[config.mk]
export PLATFORM = sky130hd
export DESIGN_NAME = ps2_kbd_rx_flat
export DESIGN_NICKNAME = d
export VERILOG_FILES = /design/src/rtl/ps2_kbd_rx_if.sv /design/src/rtl/ps2_kbd_rx.sv /design/src/flat_wrapper.sv
export SDC_FILE = /design/constraint.sdc
export NUM_CORES = 1
export LEC_CHECK = 0
export ABC_CLOCK_PERIOD_IN_PS = 7000
export CORE_MARGIN = 3
export CORE_UTILIZATION = 50
export DETAILED_ROUTE_END_ITERATION = 10
export GPL_TIMING_DRIVEN = 0
export PLACE_DENSITY = 0.75
export SYNTH_ARGS = -nofsm -noshare
export SYNTH_HDL_FRONTEND = slang
export SYNTH_SLANG_ARGS = --single-unit
[constraint.sdc]
create_clock -name clk -period 7 [get_ports clk]
set_input_delay 1.4 -clock clk [delete_from_list [all_inputs] [get_ports clk]]
set_output_delay 1.4 -clock clk [all_outputs]
set_load 0.01 [all_outputs]
[src/rtl/ps2_kbd_rx_if.sv]
// Register-window side of the PS/2 keyboard receiver: pop strobe, queue head and status.
// The slave modport is the receiver; the master modport is the bus decode that reads it.
interface ps2_kbd_rx_if;
    logic       rd;
    logic [7:0] ps2_key;
    logic       ps2_ready;
    logic       overflow;
    logic       frame_err;

    modport master (
        output rd,
        input  ps2_key,
        input  ps2_ready,
        input  overflow,
        input  frame_err
    );

    modport slave (
        input  rd,
        output ps2_key,
        output ps2_ready,
        output overflow,
        output frame_err
    );
endinterface

[src/rtl/ps2_kbd_rx.sv]
// PS/2 keyboard receiver: synchronizes and filters the device clock, deframes 11-bit
// frames with odd parity, and queues accepted scan codes for the CPU to pop.
module ps2_kbd_rx #(
    parameter int FIFO_DEPTH = 8,
    parameter int FILT_LEN   = 8,
    parameter int TIMEOUT    = 50000
) (
    input  logic         clk,
    input  logic         rst,
    input  logic         ps2_clk,
    input  logic         ps2_data,
    ps2_kbd_rx_if.slave  bus
);

    localparam int AW = $clog2(FIFO_DEPTH);
    localparam int CW = AW + 1;
    localparam int FW = $clog2(FILT_LEN) + 1;
    localparam int TW = $clog2(TIMEOUT + 1);

    typedef enum logic [1:0] {
        IDLE,
        DATA,
        PARITY,
        STOP
    } state_t;

    // ------------------------------------------------------------------
    // Input synchronizers (both idle high, so reset them high)
    // ------------------------------------------------------------------
    logic clk_meta, clk_sync;
    logic data_meta, data_sync;

    // NOTE: sequential state uses non-blocking assignments so every flop samples
    // the pre-edge value of its neighbours, regardless of block evaluation order.
    always_ff @(posedge clk) begin
        if (rst) begin
            clk_meta  <= 1'b1;
            clk_sync  <= 1'b1;
            data_meta <= 1'b1;
            data_sync <= 1'b1;
        end else begin
            clk_meta  <= ps2_clk;
            clk_sync  <= clk_meta;
            data_meta <= ps2_data;
            data_sync <= data_meta;
        end
    end

    // ------------------------------------------------------------------
    // Clock glitch filter: flip only after FILT_LEN consecutive differing samples
    // ------------------------------------------------------------------
    logic          filt_clk;
    logic          filt_prev;
    logic [FW-1:0] filt_cnt;
    logic          sample;

    always_ff @(posedge clk) begin
        if (rst) begin
            filt_clk  <= 1'b1;
            filt_prev <= 1'b1;
            filt_cnt  <= '0;
        end else begin
            filt_prev <= filt_clk;
            if (clk_sync == filt_clk) begin
                filt_cnt <= '0;
            end else if (filt_cnt == FW'(FILT_LEN - 1)) begin
                filt_clk <= clk_sync;
                filt_cnt <= '0;
            end else begin
                filt_cnt <= filt_cnt + 1'b1;
            end
        end
    end

    assign sample = filt_prev & ~filt_clk;

    // ------------------------------------------------------------------
    // Frame FSM
    // ------------------------------------------------------------------
    state_t        state;
    logic [2:0]    bit_cnt;
    logic [7:0]    shift;
    logic          parity_bit;
    logic [TW-1:0] to_cnt;
    logic          frame_err_q;
    logic          frame_ok;
    logic          push;

    // Odd parity: the nine data+parity bits must XOR to 1, and stop must be high.
    assign frame_ok = data_sync & (^{shift, parity_bit});
    assign push     = sample && (state == STOP) && frame_ok;

    always_ff @(posedge clk) begin
        if (rst) begin
            state       <= IDLE;
            bit_cnt     <= '0;
            shift       <= '0;
            parity_bit  <= 1'b0;
            to_cnt      <= '0;
            frame_err_q <= 1'b0;
        end else begin
            frame_err_q <= 1'b0;
            if (sample) begin
                to_cnt <= '0;
                case (state)
                    IDLE: begin
                        if (!data_sync) begin
                            state   <= DATA;
                            bit_cnt <= '0;
                        end
                    end
                    DATA: begin
                        shift   <= {data_sync, shift[7:1]};
                        bit_cnt <= bit_cnt + 1'b1;
                        if (bit_cnt == 3'd7) begin
                            state <= PARITY;
                        end
                    end
                    PARITY: begin
                        parity_bit <= data_sync;
                        state      <= STOP;
                    end
                    STOP: begin
                        state <= IDLE;
                        if (!frame_ok) begin
                            frame_err_q <= 1'b1;
                        end
                    end
                    default: state <= IDLE;
                endcase
            end else if (state != IDLE) begin
                // A stalled device must not leave a half frame pending forever.
                if (to_cnt == TW'(TIMEOUT - 1)) begin
                    state  <= IDLE;
                    to_cnt <= '0;
                end else begin
                    to_cnt <= to_cnt + 1'b1;
                end
            end else begin
                to_cnt <= '0;
            end
        end
    end

    // ------------------------------------------------------------------
    // Scan-code FIFO
    // ------------------------------------------------------------------
    logic [7:0]    mem [FIFO_DEPTH];
    logic [AW-1:0] wr_ptr;
    logic [AW-1:0] rd_ptr;
    logic [CW-1:0] count;
    logic          overflow_q;
    logic          full;
    logic          pop;
    logic          push_ok;
    logic          drop;

    assign full = (count == CW'(FIFO_DEPTH));

    // NOTE: every signal driven here gets a default first, so no path can hold
    // a previous value and infer a latch.
    always_comb begin
        pop     = 1'b0;
        push_ok = 1'b0;
        drop    = 1'b0;
        if (bus.rd && (count != '0)) begin
            pop = 1'b1;
        end
        if (push) begin
            if (!full || pop) begin
                push_ok = 1'b1;
            end else begin
                drop = 1'b1;
            end
        end
    end

    always_ff @(posedge clk) begin
        if (rst) begin
            wr_ptr     <= '0;
            rd_ptr     <= '0;
            count      <= '0;
            overflow_q <= 1'b0;
        end else begin
            if (push_ok) begin
                wr_ptr <= wr_ptr + 1'b1;
            end
            if (pop) begin
                rd_ptr <= rd_ptr + 1'b1;
            end
            case ({push_ok, pop})
                2'b10:   count <= count + 1'b1;
                2'b01:   count <= count - 1'b1;
                default: count <= count;
            endcase
            if (drop) begin
                overflow_q <= 1'b1;
            end else if (bus.rd) begin
                overflow_q <= 1'b0;
            end
        end
    end

    // NOTE: storage has no reset; an entry is only visible once the count covers
    // it, and the head is forced to zero while empty.
    always_ff @(posedge clk) begin
        if (push_ok) begin
            mem[wr_ptr] <= shift;
        end
    end

    assign bus.ps2_key   = (count == '0) ? 8'h00 : mem[rd_ptr];
    assign bus.ps2_ready = (count != '0);
    assign bus.overflow  = overflow_q;
    assign bus.frame_err = frame_err_q;

endmodule

[src/flat_wrapper.sv]
// flat-port wrapper written by rule: the top's interface ports become plain ports
module ps2_kbd_rx_flat 
#(
    parameter int FIFO_DEPTH = 8,
    parameter int FILT_LEN   = 8,
    parameter int TIMEOUT    = 50000
)
  (clk, rst, ps2_clk, ps2_data, bus_rd, bus_ps2_key, bus_ps2_ready, bus_overflow, bus_frame_err);
  ps2_kbd_rx_if bus_i ();
  input  logic clk;
  input  logic rst;
  input  logic ps2_clk;
  input  logic ps2_data;
  input wire logic [$bits(bus_i.rd)-1:0] bus_rd;
  output wire logic [$bits(bus_i.ps2_key)-1:0] bus_ps2_key;
  output wire logic [$bits(bus_i.ps2_ready)-1:0] bus_ps2_ready;
  output wire logic [$bits(bus_i.overflow)-1:0] bus_overflow;
  output wire logic [$bits(bus_i.frame_err)-1:0] bus_frame_err;
  assign bus_i.rd = bus_rd;
  assign bus_ps2_key = bus_i.ps2_key;
  assign bus_ps2_ready = bus_i.ps2_ready;
  assign bus_overflow = bus_i.overflow;
  assign bus_frame_err = bus_i.frame_err;
  ps2_kbd_rx #(.FIFO_DEPTH(FIFO_DEPTH), .FILT_LEN(FILT_LEN), .TIMEOUT(TIMEOUT)) u_core (.clk(clk), .rst(rst), .ps2_clk(ps2_clk), .ps2_data(ps2_data), .bus(bus_i));
endmodule
## Word level (Yosys, flattened, before mapping)

Memory sizes are Yosys's and may differ from the RTL's. A register that Yosys moved wholly into a read port is not among the register bits.
Index checks and enable logic that the tools add are counted.

| word-level totals | value |
|---|---|
| bits in registers | 52 |
| RAM bits | 64 |
| output and inout bits | 11 |
| logic and storage cells | 90 |
| memories | 1 |

| cells by class | value |
|---|---|
| add/subtract/negate cells | 7 |
| equal/unequal tests | 13 |
| mux-type cells | 22 |
| bitwise gates (word level) | 7 |
| reductions and logical operators | 23 |

Memory list:

| name | words | bits a word | rd ports | clocked after Yosys merged registers in | wr ports | RTL line | text |
|---|---|---|---|---|---|---|---|
| u_core.mem | 8 | 8 | 1 | 1 | 1 | ps2_kbd_rx.sv:148 | `logic [7:0] mem [FIFO_DEPTH];` |

Operators by type and width:

| cell | count |
|---|---|
| adder 16 x 1 -> 16 bit (second input constant) | 1 |
| equality test 16 bit (second input constant) | 1 |
| nonzero test 2 bit | 6 |
| 2-to-1 mux 1 bit | 10 |
| 2-to-1 mux 2 bit | 5 |
| adder 3 x 1 -> 3 bit (second input constant) | 3 |
| 2-to-1 mux 3 bit | 3 |
| parity 9 bit | 1 |
| adder 4 x 1 -> 4 bit (second input constant) | 2 |
| 2-to-1 mux 8 bit | 1 |
| one-hot mux 2 bit (4 select lines) | 1 |
| one-hot mux 4 bit (2 select lines) | 1 |
| equality test 2 bit (second input constant) | 3 |
| != test 3 bit (second input constant) | 2 |
| one-hot mux 3 bit (2 select lines) | 1 |
| AND reduction 2 bit | 3 |
| OR reduction 3 bit | 2 |
| inverter 1 bit | 5 |
| equality test 2 x 1 -> 1 bit (second input constant) | 2 |
| equality test 4 x 3 -> 1 bit (second input constant) | 1 |
| equality test 4 bit (second input constant) | 1 |
| logical NOT 4 bit | 1 |
| AND reduction 4 bit | 1 |
| nonzero test 4 bit | 1 |
| other kinds (11) | 14 |

## Logic depth before layout (Yosys ltp)

| logic depth | value |
|---|---|
| word-level depth | 8 |
| gate-level depth with buffers | 12 |
| gate-level depth less buffers | 11 |

## Least setup slack after synthesis

Ideal clock, no wire load.

| timing path | value |
|---|---|
| path kind | input port to flip-flop |
| start | in bus_rd |
| end | mem u_core.mem[0][0] (enable) |
| setup time | 395 ps |
| arrival time | 3037 ps |
| required time | 6605 ps |
| setup slack | 3569 ps |
| stages on the path | 5 |
| path buffers | 1 |
| path through | clkbuf_1 inv_1 a31oi_1 nand3_1 nor4_1 |

| between the ends | value |
|---|---|
| cells in the longest elaborated chain, start to end | 7 |

Ends and longest elaborated chain:

| what | RTL line | text |
|---|---|---|
| start, declared | flat_wrapper.sv:14 | `input wire logic [$bits(bus_i.rd)-1:0] bus_rd;` |
| logical AND 1 bit | ps2_kbd_rx.sv:166 | `if (bus.rd && (count != '0)) begin` |
| 2-to-1 mux 1 bit | ps2_kbd_rx.sv:166 |  |
| logical OR 1 bit | ps2_kbd_rx.sv:170 | `if (!full \|\| pop) begin` |
| 2-to-1 mux 1 bit | ps2_kbd_rx.sv:170 |  |
| 2-to-1 mux 1 bit | ps2_kbd_rx.sv:169 | `if (push) begin` |
| 2-to-1 mux 1 bit | ps2_kbd_rx.sv:207 | `if (push_ok) begin` |
| 2-to-1 mux 1 bit (implied by the code) | ps2_kbd_rx.sv:208 | `mem[wr_ptr] <= shift;` |
| end, declared | ps2_kbd_rx.sv:148 |  |

Every way passes these cells.

==> results.txt <==
Commonest non-fill, non-tap cell in the layout: edfxtp_1
Outcome: complete, no violations
Rel. slew slack: 0.171
Placer Congestion: 0.770
Async SR Flop Fraction: 0
Area share of and/or/nand/nor cells after synthesis: 0.126
Top post-synthesis cells by area: edfxtp_1 (38%), dfxtp_1 (22%), mux4_2 (7.2%)
First-pass GRT wire length: 15700 um
Synth area leader: edfxtp_1
R2R Setup Slk: 3.88 ns
Maximum clock insertion buffer count: 2
Post-synthesis mux area share: 0.127
Initial core utilization: 0.528
Die Wd: 106 um
R2R Path Start: u_core.shift[2]
Power density over the cells: 303 nW/um2
Pre-antenna DRT Iters: 4
Num ports: 16
Compound-Gate Fraction of Synth Area: 0.0404
Warnings, synthesis: 0
Clock slew at reported path FFs: 0.06 ns
Sequential share of the synthesized area: 0.602
Vias: 3120
WP data arrival: 3.08 ns
DIE AREA: 11300 um2
Yosys cell types: 48
Area growth syn-to-layout: 17.8%
Synth Cell Area: 5020 um2
Post-DR wirelength/cell: 16.5 um
Fin Setup TNS: 0 ns
Avg Cell Area, Syn: 13.0 um2
DR iter-0 viols: 205
Largest family of logic cells by synthesized area: multiplexers
Post-CTS sizing: 0
Dpl hpwl: 6150 um
Die height: 106 um
Final Instance Area: 5910 um2
Mapped Cells: 387
CP required: 5.60 ns
Hold_ws: 0.410 ns
Worst Reg-to-Reg Cells: 6
Clk_lat worst skew: 0.51 ns
Placed Area: 5340 um2
Hold Crit Endpoint: u_core.data_sync
Fin. Hold Viols: 0
Critical R2R Capture: u_core.mem[0][6]
Commonest cells after routing, fill and taps aside: edfxtp_1 (64), dfxtp_1 (55), nor2_1 (54)
Fin crit period: 4.48 ns
Remaining antenna violation count: 0
CTS Hold Bufs: 0
Crit Path Category: flop to output pin
Total track usage: 0.182
CTS tree: done
Synth top area share: 0.383
Total gr overflow: 0
XOR/XNOR share of the synthesized area: 0.0459
Slew Limit Fails: 0
Critical Path Fanout Max: 10
Hold path startpoint: u_core.data_meta
Main synth FF type: edfxtp_1
Setup-failing EPs final: 0
Setup Skew: 0.00993 ns
H-tree levels: 4
Post-CTS setup buffer count: 0
Drt total wl: 9290 um
RSZ-0062 raised after global routing: false
Syn Nets: 405
ANT cells: 0
Root buf cell: clkbuf_8
I/O Buffers: 14
Hold Path Stages: 1
Number of global-route vias before repair: 3175
Critical Path End Type: output pin
Seq cells post-synth: 119
Cts bufs inserted: 17
Fin nets: 439
DRC Markers: 0
Largest net degree at the start of global routing: 17
Synth Area in Adders: 0.0339
HP Class: flop to flop
MaxCap Viol Count: 0
Initial antenna violation count: 0
VDD IR max: 0.000191 V
CTS Sinks: 119
Row cnt: 35
Core area: 9500 um2
EDFF count, synth: 64
Final period utilization: 0.640
Leak: 2.11 nW
Max frequency: 223 MHz
Slew of the pin with the lowest slew margin: 1.23 ns
Crit path launch type: flop
Vias per Instance: 5.54
Fraction of final layout cells sized beyond drive strength 1: 0.168
## Yosys cell counts, types with 2 or more instances
cell / instances
and4_1: 2
a21oi_1: 10
nand3_1: 15
nor3_1: 7
mux4_2: 16
nor4_1: 2
dfxtp_1: 55
a31oi_1: 2
edfxtp_1: 64
or2_2: 5
mux2_2: 5
nand2_1: 15
nor2_1: 54
or3_1: 4
clkbuf_1: 11
mux2i_1: 20
o21ai_0: 7
xnor2_1: 9
xor2_1: 12
inv_1: 15
or4b_2: 2
and3_1: 5
a21o_1: 3
nand2b_1: 4
ha_1: 12
nor2b_1: 4
nand4_1: 6
## through the flow
stage / util / setup WS (ns) / instances / power [mW]
floorplan: - / 3.57 / 387 / 0.918
global placement: 0.560 / 2.71 / 530 / 0.998
detailed placement: 0.561 / 2.95 / 531 / 1.00
CTS: 0.620 / 2.38 / 563 / 1.81
global route: 0.622 / 2.26 / 563 / 1.86
finish: 0.622 / 2.52 / 563 / 1.79
## critical path, stage by stage (launching register included)
cell             delay, ns
dfxtp_1               0.31
clkbuf_1              0.45
buf_2                 0.47
mux4_2                0.56
mux2i_1               0.19
nor2_1                0.06
clkdlybuf4s50_1       0.52
## state kept, by name (all words and copies together) (netlist names), 2 cells and up, named ones only
name / count
u_core.to_cnt: 16
u_core.wr_ptr: 3
u_core.count: 4
u_core.bit_cnt: 3
u_core.rd_ptr: 3
u_core.filt_cnt: 4
u_core.shift: 8
u_core.mem: 64
u_core.state: 2
## layout make-up
type / count / area, um2
Inverter: 15 / 56.3
Multi-Input combinational cell: 238 / 1900
Timing Repair Buffer: 15 / 148
Buffer: 15 / 66.3
Clock buffer: 17 / 414
Tap cell: 129 / 161
Fill cell: 706 / 3590
Clock inverter: 15 / 145
Sequential cell: 119 / 3020
## routing by layer
metal,wire [um],track usage,up-vias
met1,4040,0.233,1548
met4,151,0.0722,0
li1,-,-,1487
met2,4680,0.295,69
met5,0,0,-
met3,415,0.0486,16
## kinds of logic (layout without fill, tap and decap cells)
family / after synthesis / in the layout
simple gates: 129 / 129
flops: 119 / 119
mux: 42 / 42
compound gates: 31 / 31
buf+inv: 30 / 77
xor+xnor: 23 / 23
fa+ha+maj: 13 / 13
## worst max-delay path by stage
stage | from | end | slack (ns) | cells past startpoint
6_report | flop | bus_ps2_key[7] | 2.52 | 6
5_1_grt | flop | bus_ps2_key[7] | 2.26 | 6
4_1_cts | flop | bus_ps2_key[7] | 2.38 | 6
3_5_place_dp | flop | bus_ps2_key[7] | 2.95 | 6
3_3_place_gp | bus_rd | u_core.mem[0][3] | 2.71 | 5
2_1_floorplan | bus_rd | u_core.mem[0][0] | 3.57 | 5
## power by group
part	internal [mW]	leakage, nW	switching, mW
sequential	0.740	1.04	0.0101
clock	0.478	0.273	0.328
combinational	0.119	0.802	0.119
No activity file was read; power rests on OpenSTA's default activity.
